$ cat src/rtl/time_set_unit.sv
// Hours/minutes/seconds set unit: captures the running time on adjust entry,
// steps the selected field with press/auto-repeat and pulses commit on exit.
module time_set_unit #(
    parameter int HOUR_MOD      = 24,
    parameter int REPEAT_DELAY  = 25000000,
    parameter int REPEAT_PERIOD = 5000000
) (
    input  logic       clk,
    input  logic       rst,
    input  logic       adjust,
    input  logic [1:0] sel_field,
    input  logic       inc,
    input  logic       dec,
    input  logic [4:0] load_h,
    input  logic [5:0] load_m,
    input  logic [5:0] load_s,
    output logic [1:0] H1,
    output logic [3:0] H2,
    output logic [2:0] M1,
    output logic [3:0] M2,
    output logic [2:0] S1,
    output logic [3:0] S2,
    output logic       commit
);

    typedef enum logic [1:0] {
        IDLE   = 2'd0,
        EDIT   = 2'd1,
        COMMIT = 2'd2
    } state_t;

    localparam int RMAX = (REPEAT_DELAY > REPEAT_PERIOD) ? REPEAT_DELAY
                                                         : REPEAT_PERIOD;
    localparam int CW = $clog2(RMAX + 1);

    localparam logic [CW-1:0] DLY   = CW'(REPEAT_DELAY);
    localparam logic [CW-1:0] PER   = CW'(REPEAT_PERIOD);
    localparam logic [4:0]    H_MOD = 5'(HOUR_MOD);
    localparam logic [4:0]    H_MAX = 5'(HOUR_MOD - 1);
    localparam logic [5:0]    MS_MAX = 6'd59;

    state_t        state_q, state_d;
    logic [4:0]    h_q, h_d;
    logic [5:0]    m_q, m_d;
    logic [5:0]    s_q, s_d;
    logic          adj_q, adj_d;
    logic          up_q, up_d;
    logic          dn_q, dn_d;
    logic [1:0]    sel_q, sel_d;
    logic [CW-1:0] cnt_q, cnt_d;
    logic          arm_q, arm_d;
    logic          rep_q, rep_d;

    logic          up;
    logic          dn;
    logic          step_en;
    logic [CW-1:0] cnt_inc;

    assign up      = inc & ~dec;
    assign dn      = dec & ~inc;
    assign cnt_inc = cnt_q + CW'(1);

    always_comb begin
        state_d = state_q;
        h_d     = h_q;
        m_d     = m_q;
        s_d     = s_q;
        adj_d   = adjust;
        up_d    = up;
        dn_d    = dn;
        sel_d   = sel_field;
        cnt_d   = cnt_q;
        arm_d   = arm_q;
        rep_d   = rep_q;
        step_en = 1'b0;

        unique case (state_q)
            IDLE: begin
                cnt_d = '0;
                arm_d = 1'b0;
                rep_d = 1'b0;
                if (adjust && !adj_q) begin
                    h_d     = (load_h >= H_MOD)  ? 5'd0 : load_h;
                    m_d     = (load_m > MS_MAX)  ? 6'd0 : load_m;
                    s_d     = (load_s > MS_MAX)  ? 6'd0 : load_s;
                    state_d = EDIT;
                end
            end
            EDIT: begin
                if (!adjust) begin
                    state_d = COMMIT;
                    cnt_d   = '0;
                    arm_d   = 1'b0;
                    rep_d   = 1'b0;
                end else if ((up && !up_q) || (dn && !dn_q)) begin
                    step_en = 1'b1;
                    cnt_d   = '0;
                    arm_d   = 1'b1;
                    rep_d   = 1'b0;
                end else if (!(up || dn)) begin
                    cnt_d = '0;
                    rep_d = 1'b0;
                end else if (sel_field != sel_q) begin
                    // a held button cannot drag repeat into a new field
                    cnt_d = '0;
                    arm_d = 1'b0;
                    rep_d = 1'b0;
                end else if (arm_q) begin
                    if (cnt_inc == (rep_q ? PER : DLY)) begin
                        step_en = 1'b1;
                        cnt_d   = '0;
                        rep_d   = 1'b1;
                    end else begin
                        cnt_d = cnt_inc;
                    end
                end
            end
            COMMIT: begin
                state_d = IDLE;
            end
            default: begin
                state_d = IDLE;
            end
        endcase

        if (step_en) begin
            unique case (sel_field)
                2'd0: begin
                    if (up) h_d = (h_q >= H_MAX) ? 5'd0 : h_q + 5'd1;
                    else    h_d = (h_q == 5'd0) ? H_MAX : h_q - 5'd1;
                end
                2'd1: begin
                    if (up) m_d = (m_q >= MS_MAX) ? 6'd0 : m_q + 6'd1;
                    else    m_d = (m_q == 6'd0) ? MS_MAX : m_q - 6'd1;
                end
                2'd2: begin
                    if (up) s_d = (s_q >= MS_MAX) ? 6'd0 : s_q + 6'd1;
                    else    s_d = (s_q == 6'd0) ? MS_MAX : s_q - 6'd1;
                end
                2'd3: begin
                end
            endcase
        end
    end

    always_ff @(posedge clk or posedge rst) begin
        if (rst) begin
            state_q <= IDLE;
            h_q     <= '0;
            m_q     <= '0;
            s_q     <= '0;
            adj_q   <= 1'b0;
            up_q    <= 1'b0;
            dn_q    <= 1'b0;
            sel_q   <= 2'd3;
            cnt_q   <= '0;
            arm_q   <= 1'b0;
            rep_q   <= 1'b0;
        end else begin
            state_q <= state_d;
            h_q     <= h_d;
            m_q     <= m_d;
            s_q     <= s_d;
            adj_q   <= adj_d;
            up_q    <= up_d;
            dn_q    <= dn_d;
            sel_q   <= sel_d;
            cnt_q   <= cnt_d;
            arm_q   <= arm_d;
            rep_q   <= rep_d;
        end
    end

    assign H1     = 2'(h_q / 5'd10);
    assign H2     = 4'(h_q % 5'd10);
    assign M1     = 3'(m_q / 6'd10);
    assign M2     = 4'(m_q % 6'd10);
    assign S1     = 3'(s_q / 6'd10);
    assign S2     = 4'(s_q % 6'd10);
    assign commit = (state_q == COMMIT);

endmodule

$ cat config.mk
export PLATFORM = sky130hd
export DESIGN_NAME = time_set_unit
export DESIGN_NICKNAME = d
export VERILOG_FILES = /design/src/rtl/time_set_unit.sv
export SDC_FILE = /design/constraint.sdc
export NUM_CORES = 1
export LEC_CHECK = 0
export ABC_AREA = 1
export CAP_MARGIN = 10
export CORE_AREA = 5 5 98 100
export CTS_BUF_LIST = sky130_fd_sc_hd__clkbuf_8
export DETAILED_ROUTE_END_ITERATION = 12
export DIE_AREA = 0 0 103 105
export GPL_TIMING_DRIVEN = 0
export PLACE_DENSITY = 0.77
export SYNTH_ARGS = -nofsm -noshare
export SYNTH_HDL_FRONTEND = slang
export SYNTH_SLANG_ARGS = --single-unit
$ cat constraint.sdc
create_clock -name clk -period 2.16 [get_ports clk]
set_input_delay 0.216 -clock clk [delete_from_list [all_inputs] [get_ports clk]]
set_output_delay 0.216 -clock clk [all_outputs]
set_load 0.02 [all_outputs]
==> metrics.txt, run 1 <==
# TYPE chip_impl_metric gauge
chip_impl_info{name="netlist_top_cells_area",value="dfrtp_1 (27%), nand2_1 (17%), nand3_1 (8.0%)"} 1
chip_impl_info{name="criticalPathCategory",value="reg -> out"} 1
chip_impl_metric{name="clock_tree.buffer_depth",unit=""} 2
chip_impl_metric{name="final_period_demand_of_the_worst_path",unit="ns"} 2.56
chip_impl_metric{name="power_density",unit="nW/um^2"} 962
chip_impl_metric{name="synth-seq-area-share",unit="%"} 28.1
chip_impl_metric{name="netlist-cell-type-count",unit=""} 37
chip_impl_metric{name="xor_xnor_share_of_the_synthesized_area",unit="%"} 4.81
chip_impl_metric{name="routed-via-count",unit=""} 5606
chip_impl_info{name="post-synth-top-area-cell",value="dfrtp_1"} 1
chip_impl_info{name="r2r-start",value="s_q[4]$_DFF_PP0_"} 1
chip_impl_metric{name="n_antenna_cell",unit=""} 0
chip_impl_metric{name="globalRouteTotalUtil",unit="%"} 28.2
chip_impl_info{name="post-synth-top-count-cell",value="nand2_1"} 1
chip_impl_metric{name="final.period_utilization",unit="%"} 118
chip_impl_metric{name="syn-num-nets",unit=""} 760
chip_impl_metric{name="power_spent_charging_and_discharging_nets",unit="mW"} 3.09
chip_impl_metric{name="sequentialPowerShare",unit="%"} 19.5
chip_impl_info{name="synth_ff_type",value="dfrtp_1"} 1
chip_impl_metric{name="fp.dieArea",unit="sq um"} 10800
chip_impl_info{name="endpoint",value="S2[1]"} 1
chip_impl_metric{name="final_util",unit="%"} 79.4
chip_impl_metric{name="gpl.final_weighted_congestion",unit=""} 0.917
chip_impl_info{name="hold_path.class",value="in -> async"} 1
chip_impl_metric{name="final-hold-violation-count",unit=""} 0
chip_impl_metric{name="synthDominantCellAreaShare",unit="%"} 26.9
chip_impl_metric{name="clock_sinks",unit=""} 51
chip_impl_info{name="clockRootBuffer",value="clkbuf_8"} 1
chip_impl_metric{name="setup_slack",unit="ns"} -0.398
chip_impl_metric{name="detail_route.iter0.violations",unit=""} 463
chip_impl_metric{name="netSwitchingFraction",unit="%"} 47.1
chip_impl_metric{name="syn-cell-area",unit="sq um"} 4560
chip_impl_info{name="start_kind",value="flip-flop"} 1
chip_impl_metric{name="grt_overflow",unit=""} 0
chip_impl_metric{name="setup-violations-final",unit=""} 45
chip_impl_metric{name="avgSynthCellArea",unit="sq um"} 6.38
chip_impl_metric{name="tightest_slew",unit="ns"} 0.619
chip_impl_metric{name="slew_violations",unit=""} 0
chip_impl_info{name="rsz0062_at_grt",value="yes"} 1
chip_impl_metric{name="num_rows",unit=""} 34
chip_impl_metric{name="hold_buffers",unit=""} 0
chip_impl_metric{name="power_frac_clock",unit="%"} 8.9
chip_impl_info{name="dominant_combinational_cell_family_by_area_after_synthesis",value="simple AND/OR/NAND/NOR gates"} 1
chip_impl_metric{name="detailedRoute.firstPassIterationCount",unit=""} 6
chip_impl_metric{name="finalClockSkew",unit="ns"} 0.0131
chip_impl_metric{name="worst-path-max-fanout",unit=""} 5
chip_impl_metric{name="grt_start_max_net_pins",unit=""} 28
chip_impl_metric{name="synth-edff-count",unit=""} 0
chip_impl_metric{name="internal-power",unit="mW"} 3.47
chip_impl_metric{name="fillCellCount",unit=""} 577
chip_impl_metric{name="clk_pin_slew_worst_paths",unit="ns"} 0.10
chip_impl_metric{name="fmaxAchievable",unit="GHz"} 0.391
chip_impl_info{name="status",value="finished, violations left"} 1
chip_impl_metric{name="h-tree-depth",unit=""} 2
chip_impl_metric{name="count_of_pins_on_the_block_boundary",unit=""} 45
chip_impl_metric{name="synth.mux.area_fraction",unit="%"} 0
chip_impl_metric{name="timing.max_cap.violations",unit=""} 0
chip_impl_metric{name="timing.max_slew.rel_slack",unit="%"} 58.8
chip_impl_info{name="worst_r2r_endpoint",value="s_q[5]$_DFF_PP0_"} 1
chip_impl_metric{name="detail_route.wl_per_cell",unit="microns"} 17.2
chip_impl_metric{name="syn_to_final_growth",unit="%"} 49.8
chip_impl_metric{name="worst_ep_required_time",unit="ns"} 1.94
chip_impl_info{name="synthTopCellsByCount",value="nand2_1 (204), inv_1 (94), nand3_1 (73), nor2_1 (68), o21ai_0 (67)"} 1
chip_impl_metric{name="detail_route.drc_violations",unit=""} 0
chip_impl_metric{name="first_global_vias",unit=""} 5281
chip_impl_metric{name="net_total_in_the_final_layout",unit=""} 893
chip_impl_metric{name="vdd_ir_drop_max",unit="mV"} 1.37
chip_impl_metric{name="synth_compound_area_share",unit="%"} 13.4
chip_impl_metric{name="ff2ff_setup_slack",unit="ns"} -0.25
chip_impl_metric{name="drive_above_1_share",unit="%"} 32.7
chip_impl_metric{name="die-width",unit="microns"} 103
chip_impl_metric{name="worst_r2r_path_depth",unit=""} 15
chip_impl_metric{name="synth_fa_ha_area_share",unit="%"} 6.04
chip_impl_metric{name="viasPerCell",unit=""} 5.86
chip_impl_metric{name="port_buffers",unit=""} 44
chip_impl_metric{name="number_of_antenna_violations_at_the_first_check_in_global_routing",unit=""} 0
chip_impl_metric{name="grt_first_pass_wirelength",unit="microns"} 24700
chip_impl_metric{name="clk-insertion-delay-late",unit="ns"} 0.32
chip_impl_metric{name="drt-total-wl",unit="microns"} 16400
chip_impl_metric{name="yosys.area_share.simple",unit="%"} 37.6
chip_impl_metric{name="floorplan.die.height",unit="microns"} 105
chip_impl_metric{name="share_comb_of_total_power",unit="%"} 71.7
chip_impl_metric{name="synthesis.yosys.warnings",unit=""} 0
chip_impl_metric{name="final_antenna_net_count",unit=""} 0
chip_impl_info{name="critPathLaunch",value="s_q[3]$_DFF_PP0_"} 1
chip_impl_metric{name="starting_density_of_the_core",unit="%"} 53.0
chip_impl_metric{name="synth_register_bits",unit=""} 51
chip_impl_metric{name="synth_cells",unit=""} 714
chip_impl_info{name="tritoncts",value="built"} 1
chip_impl_info{name="end_kind",value="output pin"} 1
chip_impl_metric{name="place_hpwl",unit="microns"} 9640
chip_impl_metric{name="total_power",unit="mW"} 6.56
chip_impl_info{name="violated_checks",value="setup timing"} 1
chip_impl_metric{name="async_flop_share",unit="%"} 100
chip_impl_metric{name="coreArea",unit="sq um"} 8590
chip_impl_metric{name="cts-buffers-inserted",unit=""} 5
chip_impl_metric{name="lkg_pwr",unit="nW"} 3.14
chip_impl_metric{name="worst_ep_arrival_time",unit="ns"} 2.34
[state kept, by name (all words and copies together), names as in the netlist]
name / flops
cnt_q: 25
state_q: 2
dn_q: 1
s_q: 6
adj_q: 1
m_q: 6
arm_q: 1
h_q: 5
sel_q: 2
up_q: 1
rep_q: 1
[final cells by class]
class	count	area (sq um)	area share (%)
buffer	17	155	2.27
tap	108	135	1.98
clock buffer	5	68.8	1.01
clock inverter	3	16.3	0.238
multi-input combinational	547	3560	52.1
sequential	51	1290	18.9
timing repair buffer	128	1220	17.9
inverter	97	387	5.66
[power groups by stage]
| stage | Sequential [mW] | Combinational [mW] | Clock (mW) |
|---|---|---|---|
| finish | 1.28 | 4.70 | 0.584 |
| global route | 1.29 | 5.04 | 0.617 |
| CTS | 1.24 | 3.95 | 0.576 |
| detailed placement | 1.24 | 3.12 | 0 |
| global placement | 1.24 | 3.06 | 0 |
| floorplan | 1.20 | 2.14 | 0 |
[through the flow]
stage                     worst slack (ns)  hold WS (ns)  cell area (sq um)  setup TNS (ns)  cells
after floorplan                     -0.194         0.220               4690          -0.540    714
after global placement               -1.18         0.484               5270          -53.14    866
after detailed placement             -1.23         0.487               5290          -38.64    867
after CTS                           -0.328         0.298               6370           -4.49    938
after global routing                -0.514         0.310               6830          -14.36    956
final                               -0.398         0.277               6830           -8.94    956
[layer usage]
metal	part of all wire, %	global-route usage, %	up-vias
met1	39	37.2	2633
met3	7.0	4.80	73
met5	0	0	-
met2	50	47.6	310
met4	3.7	6.75	0
li1	-	-	2590
[layout by cell type, fill, tap and decap left out, drive strengths merged, types with 2 or more instances in the layout]
master         count
o31ai              4
buf              103
xnor2              4
o21ai             70
nor2              76
clkdlybuf4s50     29
dlymetal6s2s       3
ha                22
nor3               9
nand2            209
clkbuf            15
a22oi              2
dfrtp             49
a21oi             18
dfstp              2
clkinv             2
nand4             17
o221ai             4
o211ai             2
nand3             76
xor2              21
inv               97
o22ai              8
a32oi              2
[kinds of logic (layout without fill, tap and decap cells)]
group	Yosys count	in the layout
simple gates	389	389
xor+xnor	25	25
fa+ha+maj	22	22
buf+inv	116	250
compound gates	111	111
flops	51	51
[what timing repair did]
action,4_1_cts,5_1_grt
hold endpoints to repair,0,0
setup endpoints to repair,58,60
cloned,2,1
pin swaps,46,30
resized for setup,223,78
buffers inserted,62,18
[critical path, stage by stage, from the launching register on]
cell and delay (ns):
dfrtp_2 0.46, inv_4 0.11, nand2_2 0.09, o21ai_2 0.12, nand2_1 0.10, nand2_2 0.10, nand2_4 0.07, nand2_4 0.10
nand2_4 0.07, o31ai_4 0.20, nand2_2 0.15, buf_6 0.16, xor2_4 0.14, buf_6 0.14
[how the worst min path moves through the flow]
stage / from / endpoint / slack [ns] / cells after the start
floorplan: sel_field[0] / sel_q[0]$_DFF_PP1_ / 0.22 / 0
global placement: arm_q$_DFFE_PP0P_ / arm_q$_DFFE_PP0P_ / 0.48 / 2
detailed placement: arm_q$_DFFE_PP0P_ / arm_q$_DFFE_PP0P_ / 0.49 / 2
CTS: rst / h_q[2]$_DFF_PP0_ / 0.30 / 2
global route: rst / h_q[2]$_DFF_PP0_ / 0.31 / 2
finish: rst / h_q[2]$_DFF_PP0_ / 0.28 / 2
(Power assumes the default switching activity.)
==> run 2, diff against run 1 <==
CORE_AREA = 5 5 104 86   (was 5 5 98 100)
DIE_AREA = 0 0 109 91   (was 0 0 103 105)
PLACE_DENSITY = 0.81   (was 0.77)
clock period = 2.7 ns   (was 2.16 ns; I/O delays follow)
==> run 2 against run 1 <==
Compared with the run above: the flow still finishes with violations (setup timing); via count is 9.0% lower; core utilization fell by 7.4 points; worst setup slack better by 0.36 ns; clock skew is 0.0033 ns lower; sequential power fell by 21%; sequential share of layout area grew 4.0 points; critical endpoint is now H2[2]; die area shrank 8.3%; sequential cell count stayed put; routed wire length fell by 18%; final area fell by 18%; register-to-register slack gained 0.39 ns.
==> metrics.txt, run 2 (synthesis gave the netlist of run 1 again) <==
# TYPE chip_impl_metric gauge
chip_impl_metric{name="final_period_demand_of_the_worst_path",unit="ns"} 2.74
chip_impl_metric{name="fmaxAchievable",unit="GHz"} 0.365
chip_impl_metric{name="grt_first_pass_wirelength",unit="microns"} 22100
chip_impl_metric{name="power_density",unit="nW/um^2"} 750
chip_impl_info{name="end_kind",value="output pin"} 1
chip_impl_metric{name="largest_register_ffs",unit=""} 25
chip_impl_metric{name="tightest_slew",unit="ns"} 0.633
chip_impl_info{name="rsz0062_at_grt",value="yes"} 1
chip_impl_metric{name="die-width",unit="microns"} 109
chip_impl_metric{name="totalNegativeSetupSlack",unit="ns"} -0.0418
chip_impl_metric{name="clk_pin_slew_worst_paths",unit="ns"} 0.11
chip_impl_metric{name="net_total_in_the_final_layout",unit=""} 829
chip_impl_metric{name="ff2ff_setup_slack",unit="ns"} 0.14
chip_impl_metric{name="path_depth",unit=""} 13
chip_impl_info{name="tritoncts",value="built"} 1
chip_impl_metric{name="vdd_ir_drop_max",unit="mV"} 0.972
chip_impl_metric{name="worst-path-max-fanout",unit=""} 2
chip_impl_metric{name="worst_ep_arrival_time",unit="ns"} 2.47
chip_impl_metric{name="final.period_utilization",unit="%"} 101
chip_impl_metric{name="detail_route.iter0.violations",unit=""} 483
chip_impl_metric{name="cts-buffers-inserted",unit=""} 5
chip_impl_metric{name="detail_route.drc_violations",unit=""} 0
chip_impl_metric{name="final_antenna_net_count",unit=""} 0
chip_impl_metric{name="port_buffers",unit=""} 44
chip_impl_metric{name="n_antenna_cell",unit=""} 0
chip_impl_metric{name="dp_worst_setup_slack",unit="ns"} -0.751
chip_impl_metric{name="timing.max_cap.violations",unit=""} 0
chip_impl_metric{name="worst_r2r_path_depth",unit=""} 14
chip_impl_metric{name="routed-via-count",unit=""} 5104
chip_impl_metric{name="gpl.final_weighted_congestion",unit=""} 0.972
chip_impl_info{name="largest_delay_share_family_worst_path",value="buffers and inverters"} 1
chip_impl_info{name="largest-register",value="cnt_q"} 1
chip_impl_metric{name="setup_slack",unit="ns"} -0.0391
chip_impl_metric{name="grt_overflow",unit=""} 0
chip_impl_info{name="r2r-start",value="cnt_q[0]$_DFFE_PP0P_"} 1
chip_impl_metric{name="place_hpwl",unit="microns"} 9660
chip_impl_metric{name="fp.dieArea",unit="sq um"} 9920
chip_impl_metric{name="coreArea",unit="sq um"} 7800
chip_impl_metric{name="final-hold-violation-count",unit=""} 0
chip_impl_metric{name="h-tree-depth",unit=""} 2
chip_impl_metric{name="fin_hold_ws",unit="ns"} 0.320
chip_impl_metric{name="worstPathBufferInverterCount",unit=""} 5
chip_impl_metric{name="floorplan.die.height",unit="microns"} 91
chip_impl_metric{name="clock_tree.buffer_depth",unit=""} 2
chip_impl_metric{name="detail_route.wl_per_cell",unit="microns"} 15.1
chip_impl_metric{name="count_of_pins_on_the_block_boundary",unit=""} 45
chip_impl_metric{name="finalClockSkew",unit="ns"} 0.00983
chip_impl_metric{name="syn_to_final_growth",unit="%"} 23.3
chip_impl_metric{name="stdcell_count",unit=""} 892
chip_impl_metric{name="fillCellCount",unit=""} 659
chip_impl_metric{name="grt_start_max_net_pins",unit=""} 28
chip_impl_metric{name="num_rows",unit=""} 29
chip_impl_info{name="critical_path_cell_sequence",value="inv_4 > ha_4 > nor2_4 > nor2_4 > xor2_2 > inv_2 > ha_4 > o31ai_4 > nand2_2 > buf_6 > buf_6 > a21oi_2 > buf_6"} 1
chip_impl_metric{name="placedCellCount",unit=""} 867
chip_impl_info{name="violated_checks",value="setup timing"} 1
chip_impl_metric{name="timing.max_slew.rel_slack",unit="%"} 57.7
chip_impl_metric{name="slew_violations",unit=""} 0
chip_impl_metric{name="viasPerCell",unit=""} 5.72
chip_impl_metric{name="critical_path.max_stage_delay",unit="ns"} 0.44
chip_impl_info{name="start_kind",value="flip-flop"} 1
chip_impl_info{name="layout_common_cells",value="nand2_1 (201), inv_1 (88), nand3_1 (73)"} 1
chip_impl_info{name="critPathSlowestCell",value="dfrtp_2"} 1
chip_impl_metric{name="lkg_pwr",unit="nW"} 2.54
chip_impl_metric{name="drt-total-wl",unit="microns"} 13400
chip_impl_info{name="hold_path.class",value="in -> async"} 1
chip_impl_metric{name="clk-insertion-delay-late",unit="ns"} 0.34
chip_impl_metric{name="globalRouteTotalUtil",unit="%"} 27.2
chip_impl_info{name="final_common_cell",value="nand2_1"} 1
chip_impl_metric{name="first_global_vias",unit=""} 4728
chip_impl_metric{name="worst_ep_required_time",unit="ns"} 2.43
chip_impl_info{name="clockRootBuffer",value="clkbuf_8"} 1
chip_impl_info{name="status",value="finished, violations left"} 1
chip_impl_info{name="critPathLaunch",value="h_q[3]$_DFF_PP0_"} 1
chip_impl_info{name="worst_r2r_endpoint",value="h_q[0]$_DFF_PP0_"} 1
chip_impl_metric{name="clock_sinks",unit=""} 51
chip_impl_metric{name="setup-violations-final",unit=""} 2
chip_impl_metric{name="starting_density_of_the_core",unit="%"} 58.4
chip_impl_info{name="cp_common_cell",value="buf_6"} 1
chip_impl_metric{name="drive_above_1_share",unit="%"} 14.0
chip_impl_metric{name="detailedRoute.firstPassIterationCount",unit=""} 5
chip_impl_info{name="layout_top_registers",value="cnt_q (25), m_q (6), s_q (6)"} 1
chip_impl_metric{name="number_of_antenna_violations_at_the_first_check_in_global_routing",unit=""} 0
chip_impl_info{name="criticalPathCategory",value="reg -> out"} 1
chip_impl_info{name="endpoint",value="H2[2]"} 1
run 2: cell types whose count changed in the layout (fill, tap and decap cells not counted), sizes merged:
cell,before,now
clkdlybuf4s50,29,32
bufinv,0,2
dlymetal6s2s,3,0
buf,103,32
clkinv,2,0
dlygate4sd2,0,1
clkbuf,15,20
clkdlybuf4s15,0,1
run 2: area by class of cell:
cell class / count / area (sq um) / area share, %
multi-input cells: 547 / 3010 / 53.5
flip-flops and latches: 51 / 1290 / 22.9
repair buffers: 64 / 586 / 10.4
inverters: 97 / 374 / 6.66
well taps: 108 / 135 / 2.40
plain buffers: 17 / 93.8 / 1.67
clock buffers: 5 / 68.8 / 1.22
clock inverters: 3 / 67.6 / 1.20
run 2: power breakdown:
part           internal, mW  switching [mW]
sequential            0.856           0.158
combinational          1.05            1.48
clock                 0.370           0.302
run 2: per-stage QoR:
stage               util (%)  area [sq um]  power [mW]
finish                  72.0          5620        4.22
global route            72.0          5620        4.50
CTS                     69.8          5450        4.02
detailed placement      66.2          5170        3.24
global placement        66.0          5150        3.19
floorplan                  -          4570        2.45
run 2: timing repair:
item / in CTS / in global routing
resized for setup: 53 / 52
pin swaps: 6 / 9
hold buffers: 0 / 0
cloned: 0 / 0
setup endpoints to repair: 34 / 44
buffers inserted: 10 / 9
run 2: worst min-delay path by stage:
stage	cells after the start	slack, ns	startpoint	endpoint
2_1_floorplan	0	0.27	sel_field[0]	sel_q[0]$_DFF_PP1_
3_3_place_gp	2	0.49	arm_q$_DFFE_PP0P_	arm_q$_DFFE_PP0P_
3_5_place_dp	2	0.49	arm_q$_DFFE_PP0P_	arm_q$_DFFE_PP0P_
4_1_cts	2	0.34	rst	h_q[1]$_DFF_PP0_
5_1_grt	2	0.37	rst	cnt_q[4]$_DFFE_PP0P_
6_report	2	0.32	rst	h_q[1]$_DFF_PP0_
run 2: layer usage:
| metal | wire length, microns | global-route usage [%] |
|---|---|---|
| met5 | 0 | 0 |
| met4 | 174 | 7.47 |
| met1 | 6100 | 40.0 |
| met3 | 1220 | 4.96 |
| met2 | 5940 | 40.8 |
